`config.mk`:
```
export PLATFORM = sky130hd
export DESIGN_NAME = uart_tx_fifo
export DESIGN_NICKNAME = d
export VERILOG_FILES = /design/src/rtl/uart_tx_fifo_pkg.sv /design/src/rtl/uart_tx_fifo_mem_dp.sv /design/src/rtl/uart_tx_fifo.sv
export SDC_FILE = /design/constraint.sdc
export NUM_CORES = 1
export LEC_CHECK = 0
export BUFFER_PORTS_ARGS = -buffer_cell sky130_fd_sc_hd__buf_4
export CORE_UTILIZATION = 66
export CTS_CLUSTER_SIZE = 8
export DETAILED_ROUTE_END_ITERATION = 16
export HOLD_SLACK_MARGIN = 0.03
export PLACE_DENSITY = 0.85
export SYNTH_ARGS = -nofsm -noshare
export SYNTH_HDL_FRONTEND = slang
export SYNTH_SLANG_ARGS = --single-unit
```
`constraint.sdc`:
```
create_clock -name CLK -period 5.4 [get_ports CLK]
set_clock_uncertainty 0.15 [all_clocks]
set_input_delay 1.08 -clock CLK [delete_from_list [all_inputs] [get_ports CLK]]
set_output_delay 1.08 -clock CLK [all_outputs]
set_load 0.02 [all_outputs]
```
`src/rtl/uart_tx_fifo_pkg.sv`:
```
// ---------------------------------------------------------------------------
// uart_tx_fifo_pkg
// Shared definitions for the uart byte path: the uart data width, the byte
// type reused by the transmitter and the RX-side consumer, and a constant
// ceil(log2) helper for sizing pointers and counters.
// ---------------------------------------------------------------------------
package uart_tx_fifo_pkg;

   localparam int UART_DATA_W = 8;

   typedef logic [UART_DATA_W-1:0] uart_byte_t;

   // ceil(log2(value)); fixed loop bound keeps it usable as a constant function
   function automatic int clog2(input int value);
      int r;
      r = 0;
      for (int i = 0; i < 31; i++) begin
         if ((1 << i) < value) r = i + 1;
      end
      return r;
   endfunction

endpackage : uart_tx_fifo_pkg

```
`src/rtl/uart_tx_fifo_mem_dp.sv`:
```
// ---------------------------------------------------------------------------
// fifo_mem_dp
// DEPTH x DATA_W register array, one synchronous write port and one
// asynchronous read port. Contents are never reset.
//   clk_i    system clock, rising edge
//   we_i     write enable
//   waddr_i  write address
//   wdata_i  write data
//   raddr_i  read address (combinational read)
//   rdata_o  read data
// ---------------------------------------------------------------------------
module fifo_mem_dp #(
   parameter int DEPTH  = 16,
   parameter int DATA_W = 8,
   parameter int AW     = 4
) (
   input  logic              clk_i,
   input  logic              we_i,
   input  logic [AW-1:0]     waddr_i,
   input  logic [DATA_W-1:0] wdata_i,
   input  logic [AW-1:0]     raddr_i,
   output logic [DATA_W-1:0] rdata_o
);

   logic [DATA_W-1:0] mem_q [DEPTH];

   always_ff @(posedge clk_i) begin
      if (we_i) mem_q[waddr_i] <= wdata_i;
   end

   assign rdata_o = mem_q[raddr_i];

endmodule : fifo_mem_dp

```
`src/rtl/uart_tx_fifo.sv`:
```
// ---------------------------------------------------------------------------
// uart_tx_fifo
// Circular byte FIFO feeding the uart transmitter through a valid/ready
// handshake, with a registered show-ahead output stage.
//   CLK      system clock, rising edge
//   RSTn     asynchronous active-low reset
//   wr_en    write strobe (one byte per cycle), wr_data byte to enqueue
//   flush    synchronous clear of contents and pointers
//   err_clr  clears sticky ovf/unf (a same-cycle error event wins)
//   tx_ready uart accepts tx_data this cycle
//   tx_valid / tx_data  head byte presented to the uart
//   full / empty / level / low_irq  occupancy status
//   ovf      sticky: write attempted while full
//   unf      sticky: tx_ready while tx_valid low
// ---------------------------------------------------------------------------
module uart_tx_fifo
   import uart_tx_fifo_pkg::*;
#(
   parameter int DEPTH  = 16,
   parameter int DATA_W = UART_DATA_W,
   parameter int LOW_WM = 4
) (
   input  logic                      CLK,
   input  logic                      RSTn,
   input  logic                      wr_en,
   input  logic [DATA_W-1:0]         wr_data,
   input  logic                      flush,
   input  logic                      err_clr,
   input  logic                      tx_ready,
   output logic                      tx_valid,
   output logic [DATA_W-1:0]         tx_data,
   output logic                      full,
   output logic                      empty,
   output logic [clog2(DEPTH):0]     level,
   output logic                      low_irq,
   output logic                      ovf,
   output logic                      unf
);

   localparam int AW = clog2(DEPTH);
   localparam int LW = AW + 1;

   logic [AW-1:0]     wr_ptr_q, wr_ptr_d;
   logic [AW-1:0]     rd_ptr_q, rd_ptr_d;
   logic [LW-1:0]     level_q, level_d;
   logic              tx_valid_q, tx_valid_d;
   logic [DATA_W-1:0] tx_data_q, tx_data_d;
   logic              ovf_q, ovf_d;
   logic              unf_q, unf_d;

   logic              full_w;
   logic              rd_ok;
   logic              wr_ok;
   logic [DATA_W-1:0] mem_rdata;

   assign full_w = (level_q == LW'(DEPTH));
   assign rd_ok  = tx_valid_q && tx_ready && !flush;
   // A read in the same cycle frees a slot, so a write into a full FIFO is
   // accepted when the head is leaving.
   assign wr_ok  = wr_en && !flush && (!full_w || rd_ok);

   // Read port looks at the head *after* this edge so the output register
   // can be loaded with the next byte at the same time rd_ptr advances.
   fifo_mem_dp #(
      .DEPTH  (DEPTH),
      .DATA_W (DATA_W),
      .AW     (AW)
   ) u_mem (
      .clk_i   (CLK),
      .we_i    (wr_ok),
      .waddr_i (wr_ptr_q),
      .wdata_i (wr_data),
      .raddr_i (rd_ptr_d),
      .rdata_o (mem_rdata)
   );

   always_comb begin
      wr_ptr_d   = wr_ptr_q;
      rd_ptr_d   = rd_ptr_q;
      level_d    = level_q;
      tx_valid_d = tx_valid_q;
      tx_data_d  = tx_data_q;
      ovf_d      = ovf_q;
      unf_d      = unf_q;

      if (err_clr) begin
         ovf_d = 1'b0;
         unf_d = 1'b0;
      end

      if (flush) begin
         wr_ptr_d   = '0;
         rd_ptr_d   = '0;
         level_d    = '0;
         tx_valid_d = 1'b0;
      end else begin
         if (wr_en && !wr_ok)        ovf_d = 1'b1;
         if (tx_ready && !tx_valid_q) unf_d = 1'b1;

         if (wr_ok) wr_ptr_d = wr_ptr_q + AW'(1);
         if (rd_ok) rd_ptr_d = rd_ptr_q + AW'(1);

         case ({wr_ok, rd_ok})
            2'b10:   level_d = level_q + LW'(1);
            2'b01:   level_d = level_q - LW'(1);
            default: level_d = level_q;
         endcase

         tx_valid_d = (level_d != '0);

         // When the new head is the byte being written this edge it is not in
         // the array yet, so bypass it straight into the output register.
         if (wr_ok && (rd_ptr_d == wr_ptr_q)) begin
            tx_data_d = wr_data;
         end else if (level_d != '0) begin
            tx_data_d = mem_rdata;
         end
      end
   end

   always_ff @(posedge CLK or negedge RSTn) begin
      if (!RSTn) begin
         wr_ptr_q   <= '0;
         rd_ptr_q   <= '0;
         level_q    <= '0;
         tx_valid_q <= 1'b0;
         tx_data_q  <= '0;
         ovf_q      <= 1'b0;
         unf_q      <= 1'b0;
      end else begin
         wr_ptr_q   <= wr_ptr_d;
         rd_ptr_q   <= rd_ptr_d;
         level_q    <= level_d;
         tx_valid_q <= tx_valid_d;
         tx_data_q  <= tx_data_d;
         ovf_q      <= ovf_d;
         unf_q      <= unf_d;
      end
   end

   assign tx_valid = tx_valid_q;
   assign tx_data  = tx_data_q;
   assign level    = level_q;
   assign full     = full_w;
   assign empty    = (level_q == '0);
   assign low_irq  = (level_q <= LW'(LOW_WM));
   assign ovf      = ovf_q;
   assign unf      = unf_q;

endmodule : uart_tx_fifo
```
; ---- Yosys cells after proc, flatten, opt, wreduce, memory -nomap -nowiden
; Memory sizes are Yosys's and may differ from the RTL's. A register that Yosys moved wholly into a read port is not among the register bits.
; Cells that the tools add are included.
[op_classes]
mux = 17
bitwise = 1
n_reduce_logical = 18
n_addsub = 4
n_eq_ne = 4
order_cmp = 1
[ops]
columns = op, count
row1 = 2-to-1 mux 4 bit, 5
row2 = 2-to-1 mux 5 bit, 2
row3 = one-hot mux 5 bit (2 select lines), 1
row4 = 2-to-1 mux 1 bit, 9
row5 = adder 4 x 1 -> 4 bit (second input constant), 2
row6 = logical AND 1 bit, 7
row7 = adder 5 x 1 -> 5 bit (second input constant), 1
row8 = == test 5 bit (second input constant), 1
row9 = less-or-equal comparator 5 x 3 -> 1 bit (second input constant), 1
row10 = logical NOT 1 bit, 5
row11 = logical NOT 5 bit, 1
row12 = nonzero test 5 bit, 1
row13 = subtractor 5 x 1 -> 5 bit (second input constant), 1
row14 = == test 4 bit, 1
row15 = nonzero test 2 bit, 2
row16 = == test 2 x 1 -> 1 bit (second input constant), 1
row17 = == test 2 bit (second input constant), 1
row18 = AND reduction 2 bit, 1
row19 = logical OR 1 bit, 1
row20 = inverter 1 bit, 1
[totals]
mem_count = 1
ramBits = 128
inputBits = 14
word_cells = 52
ff_bits = 16
[mem_list]
columns = name, depth, word_bits, read_ports, rd_clocked_by_memory_dff, wr, line
row1 = u_mem.mem_q, 16, 8, 1, 1, 1, uart_tx_fifo_mem_dp.sv:25  ; logic [DATA_W-1:0] mem_q [DEPTH];

; ---- Depth between registers and ports, before layout
[depth]
word_depth = 10
mapped_depth = 12
mapped_depth_nobuf = 10

; ---- Cells and area by module
; Synthesis repeated with hierarchy kept, for this count alone.
[hier_totals]
cells_unflattened = 400
hier_area_um2 = 6766.5
[by_module_without_submodules]
columns = mod, n_inst, area_per_inst_um2, cells_per_inst, seq_area_each_um2
row1 = fifo_mem_dp, 1, 4987.3, 221, 3843.7
row2 = uart_tx_fifo, 1, 1779.2, 179, 600.6

; ---- Least setup slack after synthesis
; Ideal clock, no wire load.
[synth_timing]
path_type = in2reg
from = input flush
to = register tx_data_q[0], in the netlist tx_data[0], read port of u_mem.mem_q
n_path_buf = 2
setup_ns = 0.065
setup_slack_ns = 1.594
path_stages = 12
required_ns = 5.185
arrival_time_ns = 3.591
cell_sequence = buf_6 -> nand3b_1 -> nor2_1 -> ha_1 -> a21o_1 -> a21oi_1 -> mux2_2 -> a2bb2oi_1 -> or3_1 -> buf_6 -> o31ai_2 -> a21o_1
[synth_via]
elab_chain_cells = 10
elab_cells_between_ends = 18
classes_between = eq/ne (3) / mux (5) / bitwise (1) / reduce/logical (9)
[synth_rtl]
columns = item, line
row1 = from (decl), uart_tx_fifo.sv:27  ; input logic flush,
row2 = logical NOT 1 bit, "uart_tx_fifo.sv:57, uart_tx_fifo.sv:60"
row3 = logical AND 1 bit, uart_tx_fifo.sv:57  ; assign rd_ok = tx_valid_q && tx_ready && !flush;
row4 = logical OR 1 bit, uart_tx_fifo.sv:60  ; assign wr_ok = wr_en && !flush && (!full_w || rd_ok);
row5 = logical AND 1 bit, uart_tx_fifo.sv:60
row6 = == test 2 x 1 -> 1 bit or == test 2 bit (tied branches), uart_tx_fifo.sv:103  ; case ({wr_ok, rd_ok})
row7 = one-hot mux 5 bit (2 select lines), uart_tx_fifo.sv:103
row8 = 2-to-1 mux 5 bit, uart_tx_fifo.sv:91  ; if (flush) begin
row9 = nonzero test 5 bit, uart_tx_fifo.sv:115  ; end else if (level_d != '0) begin
row10 = nonzero test 2 bit (no line), -
row11 = AND reduction 2 bit (no line), -
row12 = to (decl), uart_tx_fifo.sv:47  ; logic [DATA_W-1:0] tx_data_q, tx_data_d;
; Several ways; a longest one is shown, not always the timed one. The select of a mux whose other input is x is not followed.
; A chain may end at the register's enable or synchronous reset.

; ---- Worst setup path after layout
[layout_timing]
from = input flush
to = register tx_data_q[3], in the netlist tx_data[3], read port of u_mem.mem_q
; Same word-level chain as after synthesis.

==> flow_metrics.py <==
metrics = {
    "floorplanning": {
        "fp.dieH_um": 108.2,
        "core-area_sq_um": 10940,
        "pin_count": 33,
        "row_count": 38,
        "start_util_pct": 68.05,
        "die_w_um": 108.2,
        "dieArea_sq_um": 11710,
    },
    "placed_design": {
        "gp_congestion": 0.8421,
        "dp_hpwl_um": 10100,
        "place_ws_ps": 1134,
        "port_buffers": 32,
    },
    "global_route": {
        "grt-ovfl-total": 0,
        "grt_usage_pct": 29.43,
        "grt_pass1_vias": 4494,
        "antenna_found_initial": 0,
        "grt_first_pass_wirelength_um": 24360,
        "grt_start_max_net_pins": 40,
    },
    "clock_tree": {
        "clock-root-buffer": "clkbuf_16",
        "cts_setup_buffers": 0,
        "clkLatencyLatePin_ps": 420,
        "clock_path_buffers": 2,
        "cts_hold_buffers": 0,
        "cts_max_level": 4,
        "cts_resized": 0,
        "cts_sinks": 152,
        "cts.reportedPaths.clkPinSlew_ps": 60,
        "cts_buffers": 17,
        "cts_tree": "built",
    },
    "timing": {
        "rsz0062_at_grt": "false",
        "fin_crit_sh_pct": 71.07,
        "finalSetupViolations": 0,
        "fin_crit_ps": 3838,
        "hold_viol_final": 0,
        "report.final.slew_viol_count": 0,
        "fin_ws_ps": 1562,
        "max_freq_mhz": 260.6,
        "tns_ps": 0,
        "tightest_slew_ps": 1203,
        "slew-limit-headroom_pct": 19.20,
    },
    "run_status": {
        "status": "completed",
    },
    "worst_setup_path": {
        "cp_max_fo": 29,
        "worst_path_largest_cell_delay_ps": 550,
        "crit_path_top_delay_cell": "or3_1",
        "crit_chain": "buf_4, nand3b_1, nor2_1, ha_1, a21o_1, a21oi_1, mux2_2, a2bb2oi_1, or3_1, o31ai_2, a21o_1",
        "crit_path_end_kind": "flip-flop",
        "crit_top_cell": "a21o_1",
        "critPathRequiredTime_ps": 5600,
        "cp-startpoint": "flush",
        "cp.arrival_ps": 4040,
        "worst_setup_path_start_kind": "input port",
        "path_class": "input port to flip-flop",
        "r2r-start": "rd_ptr_q[0]",
    },
    "synth": {
        "synth_edf_count": 128,
        "synth.net_count": 545,
        "synth-simple-area-share_pct": 4.388,
        "yosys_register_bits": 152,
        "synth-compound-area-share_pct": 7.885,
        "synthXorXnorAreaFrac_pct": 1.295,
        "yosysWarnings": 0,
        "syn_area_sq_um": 7442,
        "syn_avg_cell_area_sq_um": 14.26,
        "yosysSeqAreaShare_pct": 59.72,
        "synthDistinctLibCells": 46,
        "synthAdderAreaFrac_pct": 1.614,
        "synthCells": 522,
        "yosys.area.top_type": "edfxtp_1",
        "yosysTopAreaCellShare_pct": 51.65,
        "synthMuxAreaShare_pct": 21.94,
        "netlist_top_cells_area": "edfxtp_1 (52%), mux2i_1 (17%), dfrtp_1 (8.1%)",
        "synthFlopType": "edfxtp_1",
        "async_flop_share_pct": 15.79,
        "synth_top_family_by_area": "multiplexers",
    },
    "power_and_ir_drop": {
        "power_density_nw_per_um2": 358.5,
        "ir_drop_mv": 0.2696,
        "p_leak_uw": 0.003423,
        "total_power_uw": 2988,
    },
    "detailed_routing": {
        "first_iter_violations": 310,
        "routedWlPerCell_um": 22.73,
        "via_per_inst": 6.467,
        "dr.pass1.iters": 5,
        "drc_errors": 0,
        "ant_nets": 0,
        "num_vias": 4527,
        "wirelength_um": 15910,
    },
    "cells_and_area": {
        "final_net_count": 571,
        "multi_input_area_sq_um": 2785,
        "layout-drive-gt1-share_pct": 20.54,
        "n_antenna_cell": 0,
        "nFillCells": 658,
        "area_delta_synth_final_pct": 12.02,
        "register_area_sq_um": 4444,
    },
    "min_path": {
        "min-delay-start": "ovf",
        "min_path_type": "flip-flop to flip-flop",
    },
    "run": {
        "cap_violations": 0,
    },
}
-- final cells by class --
class / count / share of cell area [%]
clock buffers: 20 / 5.238
well taps: 140 / 2.101
repair buffers: 40 / 3.602
flip-flops and latches: 152 / 53.31
clock inverters: 11 / 1.576
inverters: 17 / 0.7654
multi-input cells: 320 / 33.41
-- sequential cells by signal, indices dropped and copies added (netlist names) --
name,flops
level,5
ovf,1
rd_ptr_q,4
tx_data,8
tx_valid,1
u_mem.mem_q,128
unf,1
wr_ptr_q,4
-- path summary, 6_finish.rpt --
path / slack [ps] / depth (start not counted) / endpoint
worst max-delay path: 1560 / 11 / tx_data[3]
worst min-delay path: 390 / 2 / ovf
worst max register to register: 2090 / 9 / tx_data[5]
worst min register to register: 390 / 2 / ovf
max in group asynchronous: 4450 / 1 / level[1]
min in group asynchronous: 410 / 1 / wr_ptr_q[0]
-- power by group --
group          internal, uW  leakage [uW]  switching, uW
registers              1320       0.00146           41.1
clock network           715      0.000272            431
logic                   209       0.00169            273
-- worst max-delay path, delay by kind of cell --
kind | cells | cell delay (ps)
mux | 1 | 360
simple gates | 3 | 1070
fa+ha+maj | 1 | 340
buf+inv | 1 | 220
compound gates | 5 | 980
-- through the flow --
step | hold WS [ps] | std cells | util [%] | instance area [sq um]
2_1_floorplan | 465.8 | 522 | - | 7442
3_3_place_gp | 366.8 | 669 | 71.04 | 7769
3_5_place_dp | 381.8 | 669 | 71.04 | 7769
4_1_cts | 390.3 | 700 | 76.24 | 8337
5_1_grt | 412.6 | 700 | 76.24 | 8337
6_report | 388.9 | 700 | 76.24 | 8337
-- synthesized netlist by cell type, types with 2 or more instances --
library cell / n
o31ai_2: 8
a22oi_1: 8
mux2_2: 33
xor2_1: 6
clkbuf_1: 10
nor3_1: 9
buf_2: 11
xnor2_1: 5
nor2b_1: 4
a21oi_1: 4
inv_1: 17
a21o_1: 11
ha_1: 8
buf_1: 7
edfxtp_1: 128
o22ai_1: 33
dfrtp_1: 24
mux2i_1: 126
nor2_1: 25
nand2_1: 11
o31ai_1: 2
or3_1: 2
nand2b_1: 3
buf_6: 4
o21ai_0: 2
-- layout by cell type, fill, tap and decap left out, types with 11 or more instances in the layout --
| cell | count |
|---|---|
| dfrtp_1 | 24 |
| edfxtp_1 | 128 |
| mux2i_1 | 125 |
| mux2_2 | 33 |
| inv_1 | 17 |
| buf_4 | 40 |
| o22ai_1 | 33 |
| a21o_1 | 11 |
| clkbuf_16 | 17 |
| nor2_1 | 24 |
-- per-layer routing --
layer	up-vias	share of wire [%]	track usage, %
met4	0	3.2	13.21
met2	189	49	47.91
met3	44	6.9	6.570
met1	2239	41	37.90
met5	-	0	0
li1	2055	-	-
-- cells by family (layout without fill, tap and decap cells) --
group / count (synthesis) / count (layout)
simple gates: 63 / 63
fa+ha+maj: 9 / 9
buf+inv: 50 / 88
flops: 152 / 152
compound gates: 78 / 78
xor+xnor: 11 / 11
mux: 159 / 159
(Power assumes the default switching activity.)
